`config.mk`:
```
export PLATFORM = sky130hd
export DESIGN_NAME = cdb_arbiter
export DESIGN_NICKNAME = d
export VERILOG_FILES = /design/src/rtl/cdb_arbiter_pkg.sv /design/src/rtl/cdb_result_fifo.sv /design/src/rtl/cdb_arbiter.sv
export SDC_FILE = /design/constraint.sdc
export NUM_CORES = 1
export LEC_CHECK = 0
export CORE_MARGIN = 10
export CORE_UTILIZATION = 55
export CTS_BUF_LIST = sky130_fd_sc_hd__clkbuf_8
export CTS_CLUSTER_SIZE = 30
export DETAILED_ROUTE_END_ITERATION = 7
export HOLD_SLACK_MARGIN = 0.1
export PLACE_DENSITY = 0.74
export SYNTH_ARGS = -nofsm -noshare
export SYNTH_HDL_FRONTEND = slang
export SYNTH_SLANG_ARGS = --single-unit
```
`constraint.sdc`:
```
create_clock -name clk -period 2.8 [get_ports clk]
set_input_delay 0.28 -clock clk [delete_from_list [all_inputs] [get_ports clk]]
set_output_delay 0.28 -clock clk [all_outputs]
set_load 0.01 [all_outputs]
```
`src/rtl/cdb_arbiter_pkg.sv`:
```
// Shared defaults and types for the common-data-bus arbiter.
// ROB_WIDTH / DATA_WIDTH / ZERO_ROB / CDB_FIFO_DEPTH fall back to local defaults when no constant file is present.
`ifndef ROB_WIDTH
`define ROB_WIDTH 5
`endif
`ifndef DATA_WIDTH
`define DATA_WIDTH 32
`endif
`ifndef ZERO_ROB
`define ZERO_ROB 0
`endif
`ifndef CDB_FIFO_DEPTH
`define CDB_FIFO_DEPTH 4
`endif

package cdb_arbiter_pkg;
    localparam int CDB_ROB_W    = `ROB_WIDTH;
    localparam int CDB_DATA_W   = `DATA_WIDTH;
    localparam int CDB_DEPTH    = `CDB_FIFO_DEPTH;
    localparam int CDB_ZERO_ROB = `ZERO_ROB;

    typedef enum logic {
        SRC_ALU = 1'b0,
        SRC_LSB = 1'b1
    } cdb_src_e;
endpackage

```
`src/rtl/cdb_result_fifo.sv`:
```
// Per-source result FIFO holding {rob_tag, data}; head is visible combinationally.
// Asynchronous active-low reset plus a synchronous clear used for mispredict flush.
module cdb_result_fifo #(
    parameter int DEPTH = 4,
    parameter int W     = 37
) (
    input  logic         clk,
    input  logic         rst,
    input  logic         clear,
    input  logic         push,
    input  logic         pop,
    input  logic [W-1:0] din,
    output logic [W-1:0] head,
    output logic         full,
    output logic         empty
);
    localparam int AW = $clog2(DEPTH);

    logic [W-1:0]  mem [DEPTH];
    logic [AW-1:0] wr_ptr_reg;
    logic [AW-1:0] rd_ptr_reg;
    logic [AW:0]   count_reg;

    always_ff @(posedge clk or negedge rst) begin
        if (!rst) begin
            wr_ptr_reg <= '0;
            rd_ptr_reg <= '0;
            count_reg  <= '0;
        end else if (clear) begin
            wr_ptr_reg <= '0;
            rd_ptr_reg <= '0;
            count_reg  <= '0;
        end else begin
            if (push)
                wr_ptr_reg <= wr_ptr_reg + AW'(1);
            if (pop)
                rd_ptr_reg <= rd_ptr_reg + AW'(1);
            case ({push, pop})
                2'b10:   count_reg <= count_reg + (AW+1)'(1);
                2'b01:   count_reg <= count_reg - (AW+1)'(1);
                default: count_reg <= count_reg;
            endcase
        end
    end

    // Storage carries no reset; only entries behind the pointers are ever read.
    always_ff @(posedge clk) begin
        if (push && !clear)
            mem[wr_ptr_reg] <= din;
    end

    assign head  = mem[rd_ptr_reg];
    assign full  = (count_reg == (AW+1)'(DEPTH));
    assign empty = (count_reg == '0);
endmodule

```
`src/rtl/cdb_arbiter.sv`:
```
// CDB producer: buffers ALU and LSB results, round-robin arbitrates, broadcasts one tag/data per cycle.
// Define CDB_BYPASS_EN to let a winning source with an empty FIFO broadcast its input directly.
module cdb_arbiter
    import cdb_arbiter_pkg::*;
#(
    parameter int FIFO_DEPTH = CDB_DEPTH,
    parameter int ROB_W      = CDB_ROB_W,
    parameter int DATA_W     = CDB_DATA_W
) (
    input  logic              clk,
    input  logic              rst,
    input  logic              ena,
    input  logic              flush,
    input  logic              alu_valid,
    input  logic [ROB_W-1:0]  alu_rob_tag,
    input  logic [DATA_W-1:0] alu_data,
    output logic              alu_ready,
    input  logic              lsb_valid,
    input  logic [ROB_W-1:0]  lsb_rob_tag,
    input  logic [DATA_W-1:0] lsb_data,
    output logic              lsb_ready,
    output logic [ROB_W-1:0]  newest_data_rob_tag,
    output logic [DATA_W-1:0] newest_data,
    output logic              cdb_valid
);
    localparam int EW = ROB_W + DATA_W;
    localparam logic [ROB_W-1:0] ZERO_TAG = ROB_W'(CDB_ZERO_ROB);

    logic              alu_full, alu_empty, lsb_full, lsb_empty;
    logic [EW-1:0]     alu_head, lsb_head, grant_entry;
    logic              alu_live, lsb_live, alu_req, lsb_req;
    logic              grant_alu, grant_lsb, contended, arb_en;
    logic              alu_bypass, lsb_bypass;
    logic              alu_push, lsb_push, alu_pop, lsb_pop;
    cdb_src_e          last_grant_reg;
    logic [ROB_W-1:0]  tag_reg;
    logic [DATA_W-1:0] data_reg;
    logic              valid_reg;

    assign alu_ready = ~alu_full;
    assign lsb_ready = ~lsb_full;
    assign arb_en    = ena & ~flush;

    // Zero-tag results complete the handshake but never become live.
    assign alu_live = alu_valid & alu_ready & arb_en & (alu_rob_tag != ZERO_TAG);
    assign lsb_live = lsb_valid & lsb_ready & arb_en & (lsb_rob_tag != ZERO_TAG);

`ifdef CDB_BYPASS_EN
    assign alu_req = ~alu_empty | alu_live;
    assign lsb_req = ~lsb_empty | lsb_live;
`else
    assign alu_req = ~alu_empty;
    assign lsb_req = ~lsb_empty;
`endif

    assign contended = alu_req & lsb_req;
    assign grant_alu = arb_en & alu_req & (~lsb_req | (last_grant_reg == SRC_LSB));
    assign grant_lsb = arb_en & lsb_req & (~alu_req | (last_grant_reg == SRC_ALU));

    // A grant to an empty FIFO can only come from the bypass requester.
    assign alu_bypass = grant_alu & alu_empty;
    assign lsb_bypass = grant_lsb & lsb_empty;
    assign alu_pop    = grant_alu & ~alu_empty;
    assign lsb_pop    = grant_lsb & ~lsb_empty;
    assign alu_push   = alu_live & ~alu_bypass;
    assign lsb_push   = lsb_live & ~lsb_bypass;

    always_comb begin
        grant_entry = '0;
        if (grant_alu)
            grant_entry = alu_bypass ? {alu_rob_tag, alu_data} : alu_head;
        else if (grant_lsb)
            grant_entry = lsb_bypass ? {lsb_rob_tag, lsb_data} : lsb_head;
    end

    cdb_result_fifo #(.DEPTH(FIFO_DEPTH), .W(EW)) u_alu_fifo (
        .clk   (clk),
        .rst   (rst),
        .clear (flush),
        .push  (alu_push),
        .pop   (alu_pop),
        .din   ({alu_rob_tag, alu_data}),
        .head  (alu_head),
        .full  (alu_full),
        .empty (alu_empty)
    );

    cdb_result_fifo #(.DEPTH(FIFO_DEPTH), .W(EW)) u_lsb_fifo (
        .clk   (clk),
        .rst   (rst),
        .clear (flush),
        .push  (lsb_push),
        .pop   (lsb_pop),
        .din   ({lsb_rob_tag, lsb_data}),
        .head  (lsb_head),
        .full  (lsb_full),
        .empty (lsb_empty)
    );

    always_ff @(posedge clk or negedge rst) begin
        if (!rst) begin
            tag_reg        <= ZERO_TAG;
            data_reg       <= '0;
            valid_reg      <= 1'b0;
            last_grant_reg <= SRC_LSB;
        end else if (flush) begin
            tag_reg        <= ZERO_TAG;
            data_reg       <= '0;
            valid_reg      <= 1'b0;
            last_grant_reg <= SRC_LSB;
        end else if (ena) begin
            if (grant_alu || grant_lsb) begin
                tag_reg   <= grant_entry[EW-1:DATA_W];
                data_reg  <= grant_entry[DATA_W-1:0];
                valid_reg <= 1'b1;
                if (contended)
                    last_grant_reg <= grant_alu ? SRC_ALU : SRC_LSB;
            end else begin
                tag_reg   <= ZERO_TAG;
                data_reg  <= '0;
                valid_reg <= 1'b0;
            end
        end
    end

    assign newest_data_rob_tag = tag_reg;
    assign newest_data         = data_reg;
    assign cdb_valid           = valid_reg;
endmodule

```
==> flow_metrics.tcl <==
set metrics [dict create \
    worst_slew_pin_slew_ps 634 \
    crit_type "register to register" \
    path_cells "or3_4 -> a2111oi_4 -> buf_4 -> xor2_1 -> nor2_1 -> mux2_2" \
    viasPerCell 5.70 \
    grt_max_degree 38 \
    overflow 0 \
    worstReg2RegEnd "u_lsb_fifo.count_reg[0]$_DFFE_PN0P_" \
    dr.pass1.iters 5 \
    crit_slowest_cell "dfrtp_1" \
    die_area_um2 30600 \
    fillerInstances 1532 \
    antenna_found_initial 0 \
    portBuffers 119 \
    die_w_um 175 \
    synthArstFlopShare 0.152 \
    clk_pin_slew_ps 60 \
    p_total_mw 11.8 \
    synth-seq-cells 349 \
    fin_crit_sh 0.873 \
    synth_common_cells "edfxtp_1 (296), nand2_1 (85), mux4_2 (75), dfrtp_1 (52), a22oi_1 (38)" \
    ctsHtreeMaxLevel 2 \
    cp_num_buf_inv 1 \
    ys_seq_area_frac 0.773 \
    fin_skew_ps 27.8 \
    crit_path_max_incr_delay_ps 460 \
    dp_cells 1094 \
    drc 0 \
    track_usage 0.181 \
    avgSynthCellArea_um2 20.0 \
    cp_top_family "simple AND/OR/NAND/NOR gates" \
    reg2reg_from "u_alu_fifo.count_reg[2]$_DFFE_PN0P_" \
    yosys_most_used_dff "edfxtp_1" \
    hold_path_class "primary input to asynchronous set/reset pin" \
    wire_per_inst_um 23.2 \
    area_growth_pct 20.7 \
    start_util 0.562 \
    rrSetupSlack_ps 360 \
    drive_gt1_frac 0.211 \
    place_hpwl_um 17800 \
    yosys_warnings 0 \
    wl_um 27700 \
    rsz0062_at_grt "no" \
    finalWeightedCongestion 0.762 \
    synth_top_area_cell "edfxtp_1" \
    relSlewSlack 0.574 \
    synth.distinct_cells 34 \
    worstSetupEndpointType "register" \
    insertion_delay_ps 570 \
    synth_area_leaders "edfxtp_1 (67%), mux4_2 (13%), dfrtp_1 (9.8%)" \
    final_cell_count_no_fill 1194 \
    netlist_instances 660 \
    clockBufferDepth 3 \
    cts_buffers 53 \
    start_kind "register" \
    fmax_ghz 0.409 \
    power_density_nw_per_um2 741 \
    worstPathArrival_ps 2890 \
    maxSlewViolCount 0 \
    multi_input_area_um2 2870 \
    clock_sinks 349 \
    outcome "finished, final reports clean" \
    timing.final.hold_violations 0 \
    period_minus_slack_ps 2440 \
    root_buffer "clkbuf_8" \
    p_leak_nw 5.56 \
    layout.nets 921 \
    synth_edf_count 296 \
    finalSetupTns_ps 0 \
    antenna-diode-count 0 \
    reg2reg_depth 6 \
    rows 56 \
    crit_required_ps 3250 \
    io_pins 120 \
    critPathMaxFanout 26 \
    grt_pass1_vias 7498 \
    maxCapViolations 0 \
    drtAntennaViolNets 0 \
    coreArea_um2 23500 \
    fin_hold_ws_ps 217 \
    synth_nets 750 \
    die_y_um 175 \
    grt_pass1_wl_um 42800 \
    synth_area_um2 13200 \
    vdd_drop_max_mv 0.495 \
    vias 6810 \
    drtIter0Drc 484 \
    seq_area_um2 10200 \
    cts_tree "yes" \
    setup_viol 0 \
    synthDominantCellAreaShare 0.672 \
    post-synth-top-count-cell "edfxtp_1" \
]
-- how the worst max path moves through the flow --
| stage | start | to | depth (start not counted) |
|---|---|---|---|
| 3_5_place_dp | lsb_rob_tag[0] | u_lsb_fifo.count_reg[2]$_DFFE_PN0P_ | 6 |
| 4_1_cts | u_alu_fifo.count_reg[2]$_DFFE_PN0P_ | u_lsb_fifo.count_reg[0]$_DFFE_PN0P_ | 6 |
| 6_report | u_alu_fifo.count_reg[2]$_DFFE_PN0P_ | u_lsb_fifo.count_reg[0]$_DFFE_PN0P_ | 6 |
| 2_1_floorplan | flush | u_lsb_fifo.mem[1][0]$_DFFE_PP_ | 5 |
| 5_1_grt | u_alu_fifo.count_reg[2]$_DFFE_PN0P_ | u_lsb_fifo.count_reg[0]$_DFFE_PN0P_ | 6 |
| 3_3_place_gp | alu_rob_tag[1] | u_alu_fifo.count_reg[1]$_DFFE_PN0P_ | 7 |
-- worst register-to-register path: cells and delay by family, from the launching register on --
family | cells | cell delay [ps]
buf+inv | 1 | 400
mux | 1 | 270
flops | 1 | 460
simple gates | 2 | 530
compound gates | 1 | 380
xor+xnor | 1 | 310
-- per-layer routing --
| metal | vias up | GRT usage | wire (um) |
|---|---|---|---|
| met1 | 3522 | 0.231 | 11000 |
| met2 | 251 | 0.309 | 14500 |
| met5 | - | 0 | 0 |
| met4 | 0 | 0.0540 | 451 |
| li1 | 2995 | - | - |
| met3 | 42 | 0.0369 | 1730 |
-- power by group --
part / internal [mW] / total (mW) / switching [mW]
registers: 5.94 / 6.15 / 0.209
clock network: 1.90 / 3.67 / 1.77
logic: 1.06 / 2.01 / 0.950
-- stage by stage --
step	worst slack (ps)	util	area, um2
3_5_place_dp	72.0	0.637	15000
2_1_floorplan	213	-	13200
4_1_cts	370	0.678	16000
5_1_grt	177	0.678	16000
6_report	356	0.678	16000
3_3_place_gp	162	0.637	15000
-- layout make-up --
type,instances,area share
Clock inverter,44,0.0124
Clock buffer,55,0.0474
Inverter,6,0.00141
Multi-Input combinational cell,271,0.180
Sequential cell,349,0.640
Timing Repair Buffer,150,0.0937
Tap cell,319,0.0250
-- what timing repair did --
| item | 4_1_cts | 5_1_grt |
|---|---|---|
| endpoints found under the setup margin | 0 | 0 |
| resized for setup | 0 | 0 |
| buffers inserted | 0 | 0 |
| endpoints found under the hold margin | 17 | 0 |
| hold buffers | 1 | 0 |
-- layout by cell type, fill, tap and decap left out, types with 15 or more instances in the layout --
cell type        synthesis  final
a22oi_1                 38     38
buf_4                    0     24
clkbuf_8                 0     55
clkdlybuf4s50_1          0    118
dfrtp_1                 52     48
edfxtp_1               296    296
inv_1                    6     40
mux4_2                  75     75
nand2_1                 85     85
nor2_1                  16     15
-- logic make-up after synthesis --
logic type / Yosys count / synth area share
buf+inv: 40 / 0.0115
fa+ha+maj: 10 / 0.0106
xor+xnor: 7 / 0.00464
compound gates: 56 / 0.0327
flops: 349 / 0.773
simple gates: 122 / 0.0394
mux: 76 / 0.129
Power figures use the tool's default switching activity.
